**config.mk**
```make
export PLATFORM = sky130hd
export DESIGN_NAME = cpu_flat
export DESIGN_NICKNAME = d
export VERILOG_FILES = /design/src/rtl/cpu_pkg.sv /design/src/rtl/cpu_if.sv /design/src/rtl/cpu_register_file.sv /design/src/rtl/cpu.sv /design/src/flat_wrapper.sv
export SDC_FILE = /design/constraint.sdc
export NUM_CORES = 1
export LEC_CHECK = 0
export BUFFER_PORTS_ARGS = -buffer_cell sky130_fd_sc_hd__buf_2
export CAP_MARGIN = 30
export CORE_UTILIZATION = 28
export CTS_BUF_LIST = sky130_fd_sc_hd__clkbuf_4 sky130_fd_sc_hd__clkbuf_8 sky130_fd_sc_hd__clkbuf_16
export DETAILED_ROUTE_END_ITERATION = 8
export PLACE_DENSITY_LB_ADDON = 0.25
export SYNTH_ARGS = -nofsm -noshare
export SYNTH_HDL_FRONTEND = slang
export SYNTH_SLANG_ARGS = --single-unit
```
**constraint.sdc**
```tcl
create_clock -name clk -period 4.76 [get_ports clk]
set_input_delay 0.952 -clock clk [delete_from_list [all_inputs] [get_ports clk]]
set_output_delay 0.952 -clock clk [all_outputs]
set_load 0.01 [all_outputs]
```
**src/rtl/cpu_pkg.sv**
```systemverilog
// Shared types, widths and instruction-field helpers for the cpu core.
// Optional feature macro: CPU_HALT_EN (opcode E becomes HALT and adds the HALTED state).
package cpu_pkg;

    localparam int DATA_W = 16;
    localparam int ADDR_W = 8;
    localparam int NREGS  = 16;

    typedef enum logic [3:0] {
        OP_NOP  = 4'h0,
        OP_ADD  = 4'h1,
        OP_SUB  = 4'h2,
        OP_AND  = 4'h3,
        OP_OR   = 4'h4,
        OP_XOR  = 4'h5,
        OP_SHL  = 4'h6,
        OP_SHR  = 4'h7,
        OP_ADDI = 4'h8,
        OP_NOP9 = 4'h9,
        OP_JMP  = 4'hA,
        OP_BNZ  = 4'hB,
        OP_LD   = 4'hC,
        OP_ST   = 4'hD,
        OP_HALT = 4'hE,
        OP_LI   = 4'hF
    } opcode_t;

    typedef enum logic [1:0] {
        ST_FETCH,
        ST_EXEC,
`ifdef CPU_HALT_EN
        ST_LOAD,
        ST_HALTED
`else
        ST_LOAD
`endif
    } state_t;

    function automatic opcode_t f_op(input logic [DATA_W-1:0] instr);
        return opcode_t'(instr[15:12]);
    endfunction

    function automatic logic [3:0] f_rd(input logic [DATA_W-1:0] instr);
        return instr[11:8];
    endfunction

    function automatic logic [3:0] f_ra(input logic [DATA_W-1:0] instr);
        return instr[7:4];
    endfunction

    function automatic logic [3:0] f_rb(input logic [DATA_W-1:0] instr);
        return instr[3:0];
    endfunction

    function automatic logic [7:0] f_imm8(input logic [DATA_W-1:0] instr);
        return instr[7:0];
    endfunction

endpackage

```
**src/rtl/cpu_if.sv**
```systemverilog
// Shared instruction/data memory port between the cpu (master) and the word memory (slave).
interface cpu_if
    import cpu_pkg::*;
();
    logic [DATA_W-1:0] mem_rdata;
    logic              mem_we;
    logic [ADDR_W-1:0] mem_addr;
    logic [DATA_W-1:0] mem_wdata;

    modport master (input mem_rdata, output mem_we, mem_addr, mem_wdata);
    modport slave  (output mem_rdata, input mem_we, mem_addr, mem_wdata);
endinterface

```
**src/rtl/cpu_register_file.sv**
```systemverilog
// 16x16 register file: one synchronous write port, three combinational read ports.
module register_file
    import cpu_pkg::*;
(
    input  logic              clk,
    input  logic              rst_n,
    input  logic              i_we,
    input  logic [3:0]        i_waddr,
    input  logic [DATA_W-1:0] i_wdata,
    input  logic [3:0]        i_raddr_a,
    input  logic [3:0]        i_raddr_b,
    input  logic [3:0]        i_raddr_d,
    output logic [DATA_W-1:0] o_rdata_a,
    output logic [DATA_W-1:0] o_rdata_b,
    output logic [DATA_W-1:0] o_rdata_d
);
    logic [DATA_W-1:0] registers [0:NREGS-1];

    // NOTE: the array is reset as registers (not a RAM macro) because all registers must read 0 after reset.
    always_ff @(posedge clk or negedge rst_n) begin
        if (!rst_n) begin
            for (int i = 0; i < NREGS; i++) registers[i] <= '0;
        end else if (i_we) begin
            registers[i_waddr] <= i_wdata;
        end
    end

    assign o_rdata_a = registers[i_raddr_a];
    assign o_rdata_b = registers[i_raddr_b];
    assign o_rdata_d = registers[i_raddr_d];
endmodule

```
**src/rtl/cpu.sv**
```systemverilog
// Multi-cycle 16-bit RISC core: FETCH/EXEC/LOAD sequencer, inline ALU, single shared memory port.
// Define CPU_HALT_EN to decode opcode E as HALT; otherwise opcode E is a NOP.
module cpu
    import cpu_pkg::*;
(
    input  logic  clk,
    input  logic  rst_n,
    cpu_if.master bus
);
    state_t            r_state;
    logic [ADDR_W-1:0] r_pc;
    logic [3:0]        r_ld_rd;

    logic [DATA_W-1:0] w_instr;
    opcode_t           w_op;
    logic [7:0]        w_imm8;
    logic [3:0]        w_imm4;
    logic [DATA_W-1:0] w_rd_a;
    logic [DATA_W-1:0] w_rd_b;
    logic [DATA_W-1:0] w_rd_d;
    logic [DATA_W-1:0] w_alu;
    logic              w_alu_we;
    logic              w_jump;
    logic [ADDR_W-1:0] w_target;
    logic [ADDR_W-1:0] w_ea;
    logic              w_rf_we;
    logic [3:0]        w_rf_waddr;
    logic [DATA_W-1:0] w_rf_wdata;

    // During EXEC the registered memory output is the word fetched in FETCH.
    assign w_instr  = bus.mem_rdata;
    assign w_op     = f_op(w_instr);
    assign w_imm8   = f_imm8(w_instr);
    assign w_imm4   = f_rb(w_instr);
    assign w_target = {w_imm8[7:1], 1'b0};
    assign w_ea     = w_rd_a[ADDR_W-1:0] + {4'b0000, w_imm4};

    register_file register_file (
        .clk       (clk),
        .rst_n     (rst_n),
        .i_we      (w_rf_we),
        .i_waddr   (w_rf_waddr),
        .i_wdata   (w_rf_wdata),
        .i_raddr_a (f_ra(w_instr)),
        .i_raddr_b (f_rb(w_instr)),
        .i_raddr_d (f_rd(w_instr)),
        .o_rdata_a (w_rd_a),
        .o_rdata_b (w_rd_b),
        .o_rdata_d (w_rd_d)
    );

    always_comb begin
        // NOTE: every signal gets a default first so no decode path can infer a latch.
        w_alu    = '0;
        w_alu_we = 1'b0;
        w_jump   = 1'b0;
        case (w_op)
            OP_ADD:  begin w_alu = w_rd_a + w_rd_b;                       w_alu_we = 1'b1; end
            OP_SUB:  begin w_alu = w_rd_a - w_rd_b;                       w_alu_we = 1'b1; end
            OP_AND:  begin w_alu = w_rd_a & w_rd_b;                       w_alu_we = 1'b1; end
            OP_OR:   begin w_alu = w_rd_a | w_rd_b;                       w_alu_we = 1'b1; end
            OP_XOR:  begin w_alu = w_rd_a ^ w_rd_b;                       w_alu_we = 1'b1; end
            OP_SHL:  begin w_alu = w_rd_a << w_imm4;                      w_alu_we = 1'b1; end
            OP_SHR:  begin w_alu = w_rd_a >> w_imm4;                      w_alu_we = 1'b1; end
            OP_ADDI: begin w_alu = w_rd_d + {{8{w_imm8[7]}}, w_imm8};     w_alu_we = 1'b1; end
            OP_LI:   begin w_alu = {8'h00, w_imm8};                       w_alu_we = 1'b1; end
            OP_JMP:  w_jump = 1'b1;
            OP_BNZ:  w_jump = (w_rd_d != '0);
            default: ;
        endcase
    end

    always_comb begin
        w_rf_we    = 1'b0;
        w_rf_waddr = f_rd(w_instr);
        w_rf_wdata = w_alu;
        if (r_state == ST_EXEC) begin
            w_rf_we = w_alu_we;
        end else if (r_state == ST_LOAD) begin
            w_rf_we    = 1'b1;
            w_rf_waddr = r_ld_rd;
            w_rf_wdata = bus.mem_rdata;
        end
    end

    // Memory port is decoded from state so reset drops mem_we immediately.
    always_comb begin
        bus.mem_we    = 1'b0;
        bus.mem_addr  = r_pc;
        bus.mem_wdata = '0;
        if (r_state == ST_EXEC && (w_op == OP_LD || w_op == OP_ST)) bus.mem_addr = w_ea;
        if (r_state == ST_EXEC && w_op == OP_ST) begin
            bus.mem_we    = 1'b1;
            bus.mem_wdata = w_rd_d;
        end
    end

    // NOTE: sequential state uses non-blocking assignments so every register samples pre-edge values.
    always_ff @(posedge clk or negedge rst_n) begin
        if (!rst_n) begin
            r_state <= ST_FETCH;
            r_pc    <= '0;
            r_ld_rd <= '0;
        end else begin
            case (r_state)
                ST_FETCH: r_state <= ST_EXEC;
                ST_EXEC: begin
                    r_pc    <= w_jump ? w_target : r_pc + 8'd2;
                    r_ld_rd <= f_rd(w_instr);
                    r_state <= (w_op == OP_LD) ? ST_LOAD : ST_FETCH;
`ifdef CPU_HALT_EN
                    if (w_op == OP_HALT) r_state <= ST_HALTED;
`endif
                end
                ST_LOAD: r_state <= ST_FETCH;
`ifdef CPU_HALT_EN
                ST_HALTED: r_state <= ST_HALTED;
`endif
                default: r_state <= ST_FETCH;
            endcase
        end
    end
endmodule

```
**src/flat_wrapper.sv**
```systemverilog
// flat-port wrapper written by rule: the top's interface ports become plain ports
module cpu_flat import cpu_pkg::*;
  (clk, rst_n, bus_mem_rdata, bus_mem_we, bus_mem_addr, bus_mem_wdata);
  cpu_if bus_i ();
  input  logic clk;
  input  logic rst_n;
  input wire logic [$bits(bus_i.mem_rdata)-1:0] bus_mem_rdata;
  output wire logic [$bits(bus_i.mem_we)-1:0] bus_mem_we;
  output wire logic [$bits(bus_i.mem_addr)-1:0] bus_mem_addr;
  output wire logic [$bits(bus_i.mem_wdata)-1:0] bus_mem_wdata;
  assign bus_i.mem_rdata = bus_mem_rdata;
  assign bus_mem_we = bus_i.mem_we;
  assign bus_mem_addr = bus_i.mem_addr;
  assign bus_mem_wdata = bus_i.mem_wdata;
  cpu u_core (.clk(clk), .rst_n(rst_n), .bus(bus_i));
endmodule
```
==> results of run 1 <==
==> worst max-delay path by stage <==
stage,cells after the start,end,slack (ns),startpoint
floorplan,23,u_core.register_file.registers[109],-0.46,bus_mem_rdata[0]
global placement,22,u_core.register_file.registers[13],-1.20,bus_mem_rdata[0]
detailed placement,22,u_core.register_file.registers[13],-1.21,bus_mem_rdata[0]
CTS,22,u_core.register_file.registers[78],-0.23,bus_mem_rdata[0]
global route,24,u_core.register_file.registers[95],-0.42,bus_mem_rdata[0]
finish,22,u_core.register_file.registers[45],-0.25,bus_mem_rdata[0]
==> cell families (layout without fill, tap and decap cells) <==
logic type	count (synthesis)	after routing	synth area share [%]
XOR/XNOR	45	45	1.93
buffers and inverters	208	577	4.23
adder cells (fa/ha/maj)	73	73	4.58
flip-flops	269	269	32.9
AND/OR/NAND/NOR	500	500	10.8
AO/OA/AOI/OAI	504	505	15.2
multiplexers	337	337	30.4
==> area by class of cell <==
type,count,share of cell area [%]
Multi-Input combinational cell,1460,50.4
Sequential cell,269,25.1
Timing Repair Buffer,471,15.3
Tap cell,950,4.44
Clock buffer,45,3.65
Inverter,48,0.673
Clock inverter,13,0.369
==> sequential cells by signal (all words and copies together), names as in the netlist <==
name,count
u_core.register_file.registers,256
u_core.r_pc,7
u_core.r_ld_rd,4
u_core.r_state,2
==> power by group through the flow <==
stage                     Clock, mW  Combinational, mW  Sequential, mW
after global routing           2.68               7.03            3.55
after floorplan                   0               3.58            3.29
final                          2.54               6.56            3.47
after CTS                      2.61               6.41            3.44
after global placement            0               5.89            3.43
after detailed placement          0               5.97            3.48
==> cell usage after synthesis (9+ instances only) <==
cell / number / share of area (%)
a211oi_1: 9 / 0.33
a21oi_1: 75 / 1.8
a221oi_1: 25 / 1.1
a22o_1: 13 / 0.56
a22oi_1: 36 / 1.3
a31oi_1: 22 / 0.67
and3_1: 29 / 0.89
buf_1: 13 / 0.24
buf_2: 20 / 0.49
clkbuf_1: 118 / 2.2
dfrtp_1: 269 / 33
ha_1: 70 / 4.3
inv_1: 45 / 0.83
mux2_2: 79 / 4.3
mux2i_1: 33 / 1.6
mux4_2: 218 / 24
nand2_1: 281 / 5.2
nand2b_1: 9 / 0.28
nand3_1: 29 / 0.71
nor2_1: 73 / 1.3
nor2b_1: 16 / 0.49
nor3_1: 17 / 0.42
o211ai_1: 13 / 0.48
o21ai_0: 219 / 5.4
o21ai_1: 19 / 0.46
o221ai_1: 9 / 0.39
xnor2_1: 31 / 1.3
xor2_1: 14 / 0.60
==> timing repair <==
| action | CTS | global route |
|---|---|---|
| endpoints found under the hold margin | 0 | 0 |
| resized for setup | 109 | 31 |
| cloned | 5 | 0 |
| endpoints found under the setup margin | 168 | 165 |
| buffers inserted | 36 | 4 |
| pin swaps | 31 | 12 |
==> per-layer routing <==
layer | share of wire [%] | vias to the layer above | global-route usage (%)
met4 | 3.1 | 2 | 7.84
met2 | 48 | 738 | 37.5
met5 | 0.016 | - | 0
li1 | - | 8110 | -
met1 | 43 | 9490 | 30.4
met3 | 6.3 | 137 | 2.93
==> cells in the final DEF, fill, tap and decap left out, drive strengths merged, types with 4 or more instances in the layout <==
cell type  instances
inv               49
nor4               8
nand3b             5
dfrtp            269
or3                8
a21oi             76
buf              469
a211oi             9
a221o              5
o21a               5
a22o              13
and2               7
clkbuf            47
o221ai             9
xor2              14
nor3              17
xnor2             31
and3              29
mux2              85
o211ai            13
or2                4
nand4              7
a221oi            27
a22oi             37
nand2            281
mux4             218
nor2b             16
o21ai            238
o31ai              5
ha                70
o22ai              7
clkinv             9
mux2i             34
nand2b             9
nor2              73
nand3             29
a31oi             22
a21o               7
==> metrics.txt, run 1 <==
max-slew violations 0; ys async rst share 100%; Post-DRT Antenna Nets 0; largest net degree at the start of global routing 98; crit path time final 5.01 ns; worst endpoint data arrival time 5.44 ns; CP max stage delay 0.49 ns; normalized max-slew margin 32.1%; clk_lat worst skew 0.56 ns; Setup Viol. Count Final 98; IO Port Bufs 42; placed insts 3,153; DIE HEIGHT 272 um; initial antenna violation count 1; Data required, critical path 5.19 ns; Slowest cell on crit path mux4_2; IO Count 43; Cells after Synth 1,936; DR vias/cell 5.67; FF-to-FF setup slack -0.04 ns; Hold Vio Cnt, Final 0; Tcrit/Tclk final 105%; Layout area overhead 30.9%; TritonCTS clock tree done; Most used DFF post-synth dfrtp_1; drt total wl 83,400 um; root buf cell clkbuf_16; total track usage 22.7%; Critical R2R Launch u_core.register_file.registers[129]; hold_ws 0.418 ns; H-tree depth 2; clk buf depth 3; peak supply drop 0.000232 V; clock share of power 20.2%; Power Total 12.6 mW; sequential cell area 6730 um2; Syn Nets 2,027; setup_tns -18.33 ns; switching share of power 38.8%; final cell count without fillers 3,256; area of the multi-input gates 13,500 um2; Max FO, Critical Path 8; Buf/Inv on CP 6; Residual DRC 0; Die W 272 um; Setup CP Type primary input to flop; combinational group share of total power 52.2%; clock-pin slew on the worst setup and hold paths 0.05 ns; CP Capture Type flop; r2r endpoint u_core.register_file.registers[45]; grt ovf 0; Design Area, Final 26,800 um2; hpwl dp 60,500 um; layout cells sized above 1 40.5%; critical path startpoint category primary input; Seq/Total Area, Yosys 32.9%; Pre-antenna DRT Iters 5; Int Pwr 7.69 mW; Final WS setup -0.252 ns; Avg WL per Cell 25.6 um; vias in the first global route 18,700; worst reg-to-reg path cell count 22; Unique masters post-synth 74; CP cell instances buf_16 > buf_6 > buf_6 > mux4_2 > a22o_1 > a221oi_4 > nand4_1 > buf_4 > nand2b_4 > o31ai_2 > xnor2_1 > ha_1 > and3_1 > a221o_1 > buf_4 > a21o_1 > a21o_1 > a31oi_1 > o211ai_1 > a22o_2 > buf_12 > mux2_2; Synth Area per Inst 10.6 um2; Layout Nets 2,376; Antenna diodes 0; FMAX 0.200 GHz; Reg power frac 27.6%; worst slew pin tran 1.02 ns; Core ar. 71,900 um2; max cap viols 0; initial cell density of the core 28.5%; Worst path top cell family by delay compound AO/OA/AOI/OAI gates; failing checks setup timing; Hold-fix buffers, CTS 0; Area after DPL 24,700 um2; first-pass GRT wire length 125,000 um; RSZ-0062 raised after global routing yes; drt initial violations 1,746; outcome finished, violations left; Util after Layout 37.3%; CTS Sinks 269; die area 74,100 um2; total CTS buffers 35; EDFF count, synth 0; Power Dens Cells 469 nW/um2; Worst Hold Class primary input to async pin; row count 98; Fillers 7,168; final RePlAce weighted congestion 0.960; Max Clock Skew 0.0175 ns; Place WS -1.21 ns; Psw 4.88 mW; cell leakage power 11.6 nW; Synth Cell Area 20,500 um2; via count 18,500; Ys Warns 0; synthesized flop and latch total 269
(Power assumes the default switching activity.)
==> inputs of run 2 (changes only) <==
--- a/config.mk
+++ b/config.mk
@@ -11,6 +11,7 @@
 export CTS_BUF_LIST = sky130_fd_sc_hd__clkbuf_4 sky130_fd_sc_hd__clkbuf_8 sky130_fd_sc_hd__clkbuf_16
 export DETAILED_ROUTE_END_ITERATION = 8
 export PLACE_DENSITY_LB_ADDON = 0.25
+export SKIP_CTS_REPAIR_TIMING = 1
 export SYNTH_ARGS = -nofsm -noshare
 export SYNTH_HDL_FRONTEND = slang
 export SYNTH_SLANG_ARGS = --single-unit
==> run 2 against run 1 <==
- the run still ends with setup timing left
- maximum frequency shrank 2.1%
- total power up 0.38%
- critical path depth fell by 1
- worst setup slack worse by 0.11 ns
- critical endpoint is now u_core.register_file.registers[111]
- largest power group unchanged
==> metrics.txt, run 2 (synthesis gave the netlist of run 1 again) <==
outcome finished, violations left; failing checks setup timing; Max FO, Critical Path 8; Worst Hold Class primary input to async pin; final cell count without fillers 3,251; largest net degree at the start of global routing 98; grt ovf 0; Max Clock Skew 0.0187 ns; DIE HEIGHT 272 um; normalized max-slew margin 39.1%; drt initial violations 1,718; Hold Vio Cnt, Final 0; critical path startpoint category primary input; Place WS -1.21 ns; FMAX 0.195 GHz; setup_tns -19.47 ns; cell leakage power 11.6 nW; clock-pin slew on the worst setup and hold paths 0.06 ns; Layout Nets 2,370; die area 74,100 um2; initial cell density of the core 28.5%; row count 98; clk_lat worst skew 0.56 ns; Design Area, Final 26,700 um2; worst endpoint data arrival time 5.55 ns; Post-DRT Antenna Nets 0; total CTS buffers 35; Layout area overhead 30.5%; most common cell after layout, fill and taps aside buf_4; total track usage 22.1%; clk buf depth 3; placed insts 3,153; biggest regs u_core.register_file.registers: 256 flops, u_core.r_pc: 7 flops, u_core.r_ld_rd: 4 flops; Residual DRC 0; Pre-antenna DRT Iters 6; Setup CP Type primary input to flop; peak supply drop 0.000281 V; max-slew violations 0; max FFs per register 256; most frequent cells in the layout buf_4 (371), nand2_1 (276), dfrtp_1 (269), mux4_2 (218), o21ai_0 (167); first-pass GRT wire length 122,000 um; sequential cell area 6730 um2; vias in the first global route 18,400; root buf cell clkbuf_16; Tcrit/Tclk final 108%; max cap viols 0; area of the multi-input gates 13,500 um2; worst slew pin tran 0.910 ns; RSZ-0062 raised after global routing yes; via count 18,400; initial antenna violation count 0; crit path time final 5.12 ns; Area after DPL 24,700 um2; DR vias/cell 5.65; Setup Viol. Count Final 114; IO Count 43; Fillers 7,192; Power Dens Cells 473 nW/um2; hpwl dp 60,500 um; Core ar. 71,900 um2; Top reg by flops u_core.register_file.registers; Data required, critical path 5.19 ns; hold_ws 0.427 ns; Die W 272 um; drt total wl 83,100 um; Avg WL per Cell 25.6 um; IO Port Bufs 42; layout cells sized above 1 40.3%; Final WS setup -0.358 ns; CTS Sinks 269; final RePlAce weighted congestion 0.960; H-tree depth 2; TritonCTS clock tree done; CP Capture Type flop
run 2: final timing paths:
kind,cells past startpoint,endpoint,from,slack [ns]
setup / recovery,21,u_core.register_file.registers[111],bus_mem_rdata[0],-0.36
hold / removal,1,u_core.register_file.registers[63],rst_n,0.43
setup reg to reg,19,u_core.register_file.registers[111],u_core.register_file.registers[129],-0.14
hold reg to reg,1,u_core.r_state[0],u_core.r_state[1],0.48
max in group asynchronous,2,u_core.register_file.registers[96],rst_n,3.33
min in group clk,1,u_core.r_state[0],u_core.r_state[1],0.48
run 2: power breakdown:
| group | leakage, nW | internal (mW) | switching, mW |
|---|---|---|---|
| clock | 0.534 | 1.45 | 1.09 |
| sequential | 3.62 | 2.88 | 0.591 |
| combinational | 7.41 | 3.41 | 3.19 |
| total | 11.6 | 7.74 | 4.87 |
run 2: worst max-delay path: stages:
cell and delay, ns:
buf_16 0.11, buf_4 0.12, mux4_2 0.47, a22o_1 0.25
a221oi_4 0.39, o2111ai_4 0.29, buf_4 0.21, nand2_1 0.07
xnor2_1 0.12, ha_1 0.30, and3_4 0.20, a21oi_4 0.13
nand3_2 0.10, a221o_1 0.42, nand3_2 0.12, a21oi_2 0.07
o211a_1 0.26, nor4_4 0.33, a21oi_4 0.14, clkbuf_16 0.21
mux2_4 0.26
run 2: cell type report:
| class | instances | area share (%) |
|---|---|---|
| Multi-Input combinational cell | 1459 | 50.5 |
| Sequential cell | 269 | 25.2 |
| Timing Repair Buffer | 466 | 15.1 |
| Tap cell | 950 | 4.45 |
| Clock buffer | 45 | 3.66 |
| Inverter | 48 | 0.675 |
| Clock inverter | 13 | 0.370 |
| Antenna cell | 1 | 0.00938 |
run 2: per-layer routing:
layer / part of all wire (%) / GRT usage, % / vias up
met4: 3.9 / 8.21 / 0
met5: 0 / 0 / -
met2: 47 / 36.5 / 720
met3: 6.0 / 3.13 / 148
li1: - / - / 8093
met1: 43 / 29.4 / 9396
run 2: through the flow:
step	power, mW	util [%]
floorplan	6.87	-
CTS	12.1	35.9
detailed placement	9.45	34.4
finish	12.6	37.1
global route	13.3	37.1
global placement	9.32	34.4
